**config.mk**
```make
export PLATFORM = sky130hd
export DESIGN_NAME = idma_realign_buffer_flat
export DESIGN_NICKNAME = d
export VERILOG_FILES = /design/src/rtl/idma_realign_buffer_if.sv /design/src/rtl/idma_realign_buffer.sv /design/src/flat_wrapper.sv
export SDC_FILE = /design/constraint.sdc
export NUM_CORES = 1
export LEC_CHECK = 0
export BUFFER_PORTS_ARGS = -buffer_cell sky130_fd_sc_hd__buf_2
export CORE_ASPECT_RATIO = 0.75
export CORE_MARGIN = 1.5
export CORE_UTILIZATION = 30
export CTS_CLUSTER_SIZE = 12
export DETAILED_ROUTE_END_ITERATION = 8
export PLACE_DENSITY_LB_ADDON = 0.3
export SLEW_MARGIN = 15
export SYNTH_ARGS = -nofsm -noshare
export SYNTH_HDL_FRONTEND = slang
export SYNTH_SLANG_ARGS = --single-unit
```
**constraint.sdc**
```tcl
create_clock -name clk_i -period 9 [get_ports clk_i]
set_input_delay 0.45 -clock clk_i [delete_from_list [all_inputs] [get_ports clk_i]]
set_output_delay 0.45 -clock clk_i [all_outputs]
set_load 0.05 [all_outputs]
```
**src/rtl/idma_realign_buffer_if.sv**
```systemverilog
// idma_realign_buffer_if: read-side and write-side byte-lane handshake bundle of the realignment buffer
interface idma_realign_buffer_if #(
  parameter int StrbWidth  = 8,
  parameter int ShiftWidth = (StrbWidth > 1) ? $clog2(StrbWidth) : 1
);
  logic [8*StrbWidth-1:0] in_data_i;
  logic [StrbWidth-1:0]   in_valid_i;
  logic [StrbWidth-1:0]   in_ready_o;
  logic [ShiftWidth-1:0]  in_shift_i;
  logic [8*StrbWidth-1:0] out_data_o;
  logic [StrbWidth-1:0]   out_valid_o;
  logic [StrbWidth-1:0]   out_ready_i;
  logic [ShiftWidth-1:0]  out_shift_i;
  modport slave (
    input  in_data_i, in_valid_i, in_shift_i, out_ready_i, out_shift_i,
    output in_ready_o, out_data_o, out_valid_o
  );
  modport master (
    output in_data_i, in_valid_i, in_shift_i, out_ready_i, out_shift_i,
    input  in_ready_o, out_data_o, out_valid_o
  );
endinterface

```
**src/rtl/idma_realign_buffer.sv**
```systemverilog
// idma_realign_buffer: rotate-in, per-lane FIFO, rotate-out byte realigner; IDMA_REALIGN_FLUSH_EN adds flush_i
module idma_realign_buffer #(
  parameter int StrbWidth   = 8,
  parameter int BufferDepth = 3,
  parameter int ShiftWidth  = (StrbWidth > 1) ? $clog2(StrbWidth) : 1,
  parameter int CntWidth    = $clog2(BufferDepth + 1)
) (
  input  logic                 clk_i,
  input  logic                 rst_i,
`ifdef IDMA_REALIGN_FLUSH_EN
  input  logic                 flush_i,
`endif
  idma_realign_buffer_if.slave bus,
  output logic                 busy_o,
  output logic [StrbWidth-1:0] full_o
);
  localparam int ptr_w = (BufferDepth > 2) ? $clog2(BufferDepth) : 1;
  localparam logic [ShiftWidth-1:0] lane_mask = ShiftWidth'(StrbWidth - 1);
  localparam logic [ptr_w-1:0] last = ptr_w'(BufferDepth - 1);
  logic                 clear;
  logic [StrbWidth-1:0] lane_valid, lane_ready, push, pop, nonempty;
  logic [7:0]           in_bytes  [StrbWidth];
  logic [7:0]           lane_data [StrbWidth];
  logic [7:0]           head      [StrbWidth];
`ifdef IDMA_REALIGN_FLUSH_EN
  assign clear = rst_i || flush_i;
`else
  assign clear = rst_i;
`endif
  assign busy_o = |nonempty;
  for (genvar i = 0; i < StrbWidth; i++) begin : g_lane
    localparam logic [ShiftWidth-1:0] li = ShiftWidth'(i);
    logic [7:0]          mem [BufferDepth];
    logic [ptr_w-1:0]    wptr, rptr;
    logic [CntWidth-1:0] cnt;
    assign in_bytes[i]   = bus.in_data_i[8*i +: 8];
    assign lane_valid[i] = bus.in_valid_i[(li + bus.in_shift_i) & lane_mask];
    assign lane_data[i]  = in_bytes[(li + bus.in_shift_i) & lane_mask];
    assign full_o[i]     = cnt == CntWidth'(BufferDepth);
    assign nonempty[i]   = cnt != '0;
    // ready comes from the count alone, so a full lane never passes through
    assign lane_ready[i] = !full_o[i] && !clear;
    assign push[i]       = lane_valid[i] && lane_ready[i];
    assign pop[i]        = nonempty[i] && bus.out_ready_i[(li - bus.out_shift_i) & lane_mask];
    assign head[i]       = mem[rptr];
    assign bus.in_ready_o[i]         = lane_ready[(li - bus.in_shift_i) & lane_mask];
    assign bus.out_valid_o[i]        = nonempty[(li + bus.out_shift_i) & lane_mask];
    assign bus.out_data_o[8*i +: 8]  = head[(li + bus.out_shift_i) & lane_mask];
    always_ff @(posedge clk_i) begin
      if (rst_i) mem <= '{default: '0};
      else if (push[i]) mem[wptr] <= lane_data[i];
      if (clear) begin
        wptr <= '0;
        rptr <= '0;
        cnt  <= '0;
      end else begin
        if (push[i]) wptr <= (wptr == last) ? '0 : wptr + 1'b1;
        if (pop[i]) rptr <= (rptr == last) ? '0 : rptr + 1'b1;
        cnt <= cnt + CntWidth'(push[i]) - CntWidth'(pop[i]);
      end
    end
  end
endmodule

```
**src/flat_wrapper.sv**
```systemverilog
// flat-port wrapper written by rule: the top's interface ports become plain ports
module idma_realign_buffer_flat 
#(
  parameter int StrbWidth   = 8,
  parameter int BufferDepth = 3,
  parameter int ShiftWidth  = (StrbWidth > 1) ? $clog2(StrbWidth) : 1,
  parameter int CntWidth    = $clog2(BufferDepth + 1)
)
  (clk_i, rst_i, busy_o, full_o, bus_in_data_i, bus_in_valid_i, bus_in_shift_i, bus_out_ready_i, bus_out_shift_i, bus_in_ready_o, bus_out_data_o, bus_out_valid_o);
  idma_realign_buffer_if #(.StrbWidth(StrbWidth), .ShiftWidth(ShiftWidth)) bus_i ();
  input  logic clk_i;
  input  logic rst_i;
  output logic busy_o;
  output logic [StrbWidth-1:0] full_o;
  input wire logic [$bits(bus_i.in_data_i)-1:0] bus_in_data_i;
  input wire logic [$bits(bus_i.in_valid_i)-1:0] bus_in_valid_i;
  input wire logic [$bits(bus_i.in_shift_i)-1:0] bus_in_shift_i;
  input wire logic [$bits(bus_i.out_ready_i)-1:0] bus_out_ready_i;
  input wire logic [$bits(bus_i.out_shift_i)-1:0] bus_out_shift_i;
  output wire logic [$bits(bus_i.in_ready_o)-1:0] bus_in_ready_o;
  output wire logic [$bits(bus_i.out_data_o)-1:0] bus_out_data_o;
  output wire logic [$bits(bus_i.out_valid_o)-1:0] bus_out_valid_o;
  assign bus_i.in_data_i = bus_in_data_i;
  assign bus_i.in_valid_i = bus_in_valid_i;
  assign bus_i.in_shift_i = bus_in_shift_i;
  assign bus_i.out_ready_i = bus_out_ready_i;
  assign bus_i.out_shift_i = bus_out_shift_i;
  assign bus_in_ready_o = bus_i.in_ready_o;
  assign bus_out_data_o = bus_i.out_data_o;
  assign bus_out_valid_o = bus_i.out_valid_o;
  idma_realign_buffer #(.StrbWidth(StrbWidth), .BufferDepth(BufferDepth), .ShiftWidth(ShiftWidth), .CntWidth(CntWidth)) u_core (.clk_i(clk_i), .rst_i(rst_i), .bus(bus_i), .busy_o(busy_o), .full_o(full_o));
endmodule
```
==> metrics.md <==
| Metric | Value |
|---|---|
| Layout cell share with drive strength beyond 1 | `0.232` |
| Mapped Cells | `1,892` |
| Hold Worst Slack | `0.306 ns` |
| Layout area overhead | `12.2%` |
| CTS Buf Count | `25` |
| Worst slew pin tran | `1.14 ns` |
| Hold WC Path Type | `primary input to register` |
| Number of distinct library cells after synthesis | `60` |
| Run status | `finished clean` |
| Synth cell count leaders | `mux2i_1 (359), dfxtp_1 (240), nor2_1 (173), o22ai_1 (173), nand2_1 (163)` |
| Crit Reg-Reg Startpoint | `u_core.g_lane[1].cnt[1]$_SDFF_PP0_` |
| Placed insts | `2,700` |
| Async SR Flop Fraction | `0` |
| Crit-path max cell delay | `1.19 ns` |
| Internal power | `2.43 mW` |
| Ys flop type | `dfxtp_1` |
| Sum Neg Setup Slack | `0 ns` |
| Flop pwr share | `0.308` |
| Clock transition at path regs | `0.07 ns` |
| CTS tree | `yes` |
| Synth top area share | `0.278` |
| Part of the power in combinational logic | `0.454` |
| CTS resizes | `0` |
| Vias per Instance | `5.70` |
| Worst EP required | `9.43 ns` |
| R2R Setup Slk | `5.63 ns` |
| CP most frequent cell | `ha_1` |
| Hold Startpoint | `rst_i` |
| Synthesized cell area | `0.0173 mm2` |
| Top cells by area, synth | `dfxtp_1 (28%), mux2i_1 (21%), mux4_2 (9.6%)` |
| Sequential-to-total area share from yosys stat | `0.278` |
| Die height | `211 um` |
| Fillers | `5,741` |
| Synth area leader | `dfxtp_1` |
| Nets | `2,064` |
| VDD IR-drop max | `125 uV` |
| Drt drc | `0` |
| # IOs | `177` |
| Row cnt | `75` |
| Tcrit/Tclk final | `0.508` |
| F_max | `219 MHz` |
| Register area | `0.00480 mm2` |
| WHS Endpoint | `u_core.g_lane[3].cnt[1]$_SDFF_PP0_` |
| Worst-Skew Late Latency | `0.55 ns` |
| Top Family by Delay on Critical Path | `adder cells` |
| Clock tree buffer depth | `3` |
| Port Buffer Count | `176` |
| Initial Util | `0.306` |
| RSZ-0062 raised after global routing | `no` |
| Cts hold-fix bufs | `0` |
| GRT Util Overall | `0.208` |
| Post-DR wirelength/cell | `23.2 um` |
| Post-CTS setup buffers | `0` |
| 1st-iter DRT viols | `1,679` |
| CTS Sinks | `240` |
| Final HPWL DP | `49.1 mm` |
| Slowest cell on crit path | `ha_4` |
| Endpoints failing setup | `0` |
| Initial DRT Pass Iterations | `5` |
| Routed vias | `15,607` |
| Type of origin of the critical path | `primary input` |
| Chip Width | `280 um` |
| Number of global-route vias before repair | `14,079` |
| P_leak | `8.09 nW` |
| DP Area | `0.0186 mm2` |
| Synthesis Warnings | `0` |
| Worst clock skew | `0.0266 ns` |
| Arrival time worst endpoint | `5.00 ns` |
| Total gr overflow | `0` |
| Crit-path cells | `buf_2, buf_4, inv_2, ha_4, mux4_2, nand2_1, a21oi_1, ha_1, inv_1, ha_1, xor2_1, xnor2_1, nor2_1` |
| Cell Pwr Density | `223 mW/mm2` |
| Post-layout min period | `4.58 ns` |
| Final non-filler cell total | `2,740` |
| Clock root cell | `clkbuf_16` |
| WP buf/inv | `4` |
| Initial antenna violation count | `2` |
| H-tree depth | `1` |
| FF-to-FF path depth | `10` |
| Flops & latches, synth | `240` |
| Clk pwr share | `0.238` |
| Die area | `0.0590 mm2` |
| First-pass GRT wire length | `93.2 mm` |
| Area of the multi-input gates | `0.0117 mm2` |
| Switching share of power | `0.437` |
| Endpoints failing hold | `0` |
| WHS Path Cells | `2` |
| MaxCap Viol Count | `0` |
| Gpl congestion | `0.923` |
| NetSw | `1.89 mW` |
| Drt total wl | `63.4 mm` |
| DRT antenna net count | `0` |
| Syn Nets | `1,999` |
| Syn_area_per_cell | `9.13 um2` |
| Largest net degree at the start of global routing | `95` |
| Core ar. | `0.0564 mm2` |
| Design Area, Final | `0.0194 mm2` |
| Largest fanout on the critical path | `72` |
| Reg2Reg Capture Point | `u_core.g_lane[1].cnt[1]$_SDFF_PP0_` |
| Relative slew margins | `0.240` |
| Setup Crit Path Kind | `primary input to register` |
| Most common cell in the netlist | `mux2i_1` |
| Max Slew Vio Count | `0` |
| Endpoint type of the worst setup path | `register` |
| Number of enable flip-flop cells after synthesis | `0` |
-- sequential cells by signal, summed over array words and instances (netlist names) --
name / count
u_core.g_lane.mem: 192
u_core.g_lane.cnt: 16
u_core.g_lane.wptr: 16
u_core.g_lane.rptr: 16
-- power groups by stage --
stage | clock (mW) | combinational (mW) | sequential (mW)
2_1_floorplan | 0 | 1.44 | 1.26
3_3_place_gp | 0 | 1.89 | 1.34
3_5_place_dp | 0 | 1.92 | 1.35
4_1_cts | 1.05 | 1.93 | 1.33
5_1_grt | 1.09 | 2.06 | 1.35
6_report | 1.03 | 1.96 | 1.33
-- stage by stage --
| step | worst slack, ns | total power, mW | util |
|---|---|---|---|
| after CTS | 4.53 | 4.30 | 0.344 |
| after detailed placement | 3.97 | 3.27 | 0.330 |
| after global placement | 3.96 | 3.23 | 0.330 |
| final | 4.42 | 4.32 | 0.344 |
| after global routing | 4.19 | 4.50 | 0.344 |
| after floorplan | 4.95 | 2.70 | - |
-- cells by family (layout without fill, tap and decap cells) --
kind of cell	Yosys count	count (layout)	synth area share
AOI/OAI and AO/OA	361	361	0.137
xor gates and xnor gates	27	27	0.0174
adders and majority gates	19	19	0.0138
buffers and inverters	177	254	0.0448
DFF	240	240	0.278
muxes	499	499	0.351
other	0	1	0
and+or+nand+nor	569	569	0.158
-- placed cells by master, fill, tap and decap left out, types with 12 or more instances in the layout --
cell / Yosys / layout
ha_1: 19 / 17
o21ai_0: 41 / 41
clkbuf_16: 0 / 25
a21oi_1: 38 / 38
buf_4: 7 / 17
mux2_2: 55 / 55
nor2_1: 173 / 173
a211oi_1: 47 / 47
buf_2: 36 / 174
nand3_1: 40 / 40
or2_2: 68 / 68
mux4_2: 74 / 74
mux2i_1: 359 / 359
nand2_1: 163 / 163
nor2b_1: 76 / 75
dfxtp_1: 240 / 240
o22ai_1: 173 / 173
o2bb2ai_1: 25 / 25
inv_1: 21 / 21
xnor2_1: 12 / 12
-- layout make-up --
cell class / instances / area share
antenna: 1 / 0.000129
multi-input combinational: 1475 / 0.605
inverter: 23 / 0.00445
timing repair buffer: 192 / 0.0521
clock buffer: 36 / 0.0370
tap: 770 / 0.0497
sequential: 240 / 0.248
clock inverter: 3 / 0.00355
-- routing by layer --
metal | routed length, um | GRT usage | vias to the layer above
li1 | - | - | 7122
met4 | 1120 | 0.0388 | 2
met1 | 30900 | 0.325 | 7716
met3 | 5750 | 0.0380 | 71
met2 | 25600 | 0.294 | 696
met5 | 12 | 0 | -
-- worst max path at each step --
stage / end / from / depth (start not counted) / slack (ns)
floorplan: bus_out_valid_o[3] / bus_out_shift_i[1] / 9 / 4.95
global placement: u_core.g_lane[6].cnt[1]$_SDFF_PP0_ / bus_out_shift_i[1] / 13 / 3.96
detailed placement: u_core.g_lane[6].cnt[1]$_SDFF_PP0_ / bus_out_shift_i[1] / 13 / 3.97
CTS: u_core.g_lane[6].cnt[1]$_SDFF_PP0_ / bus_out_shift_i[1] / 13 / 4.53
global route: u_core.g_lane[6].cnt[1]$_SDFF_PP0_ / bus_out_shift_i[1] / 13 / 4.19
finish: u_core.g_lane[6].cnt[1]$_SDFF_PP0_ / bus_out_shift_i[1] / 13 / 4.42
No activity file was read; power rests on OpenSTA's default activity.
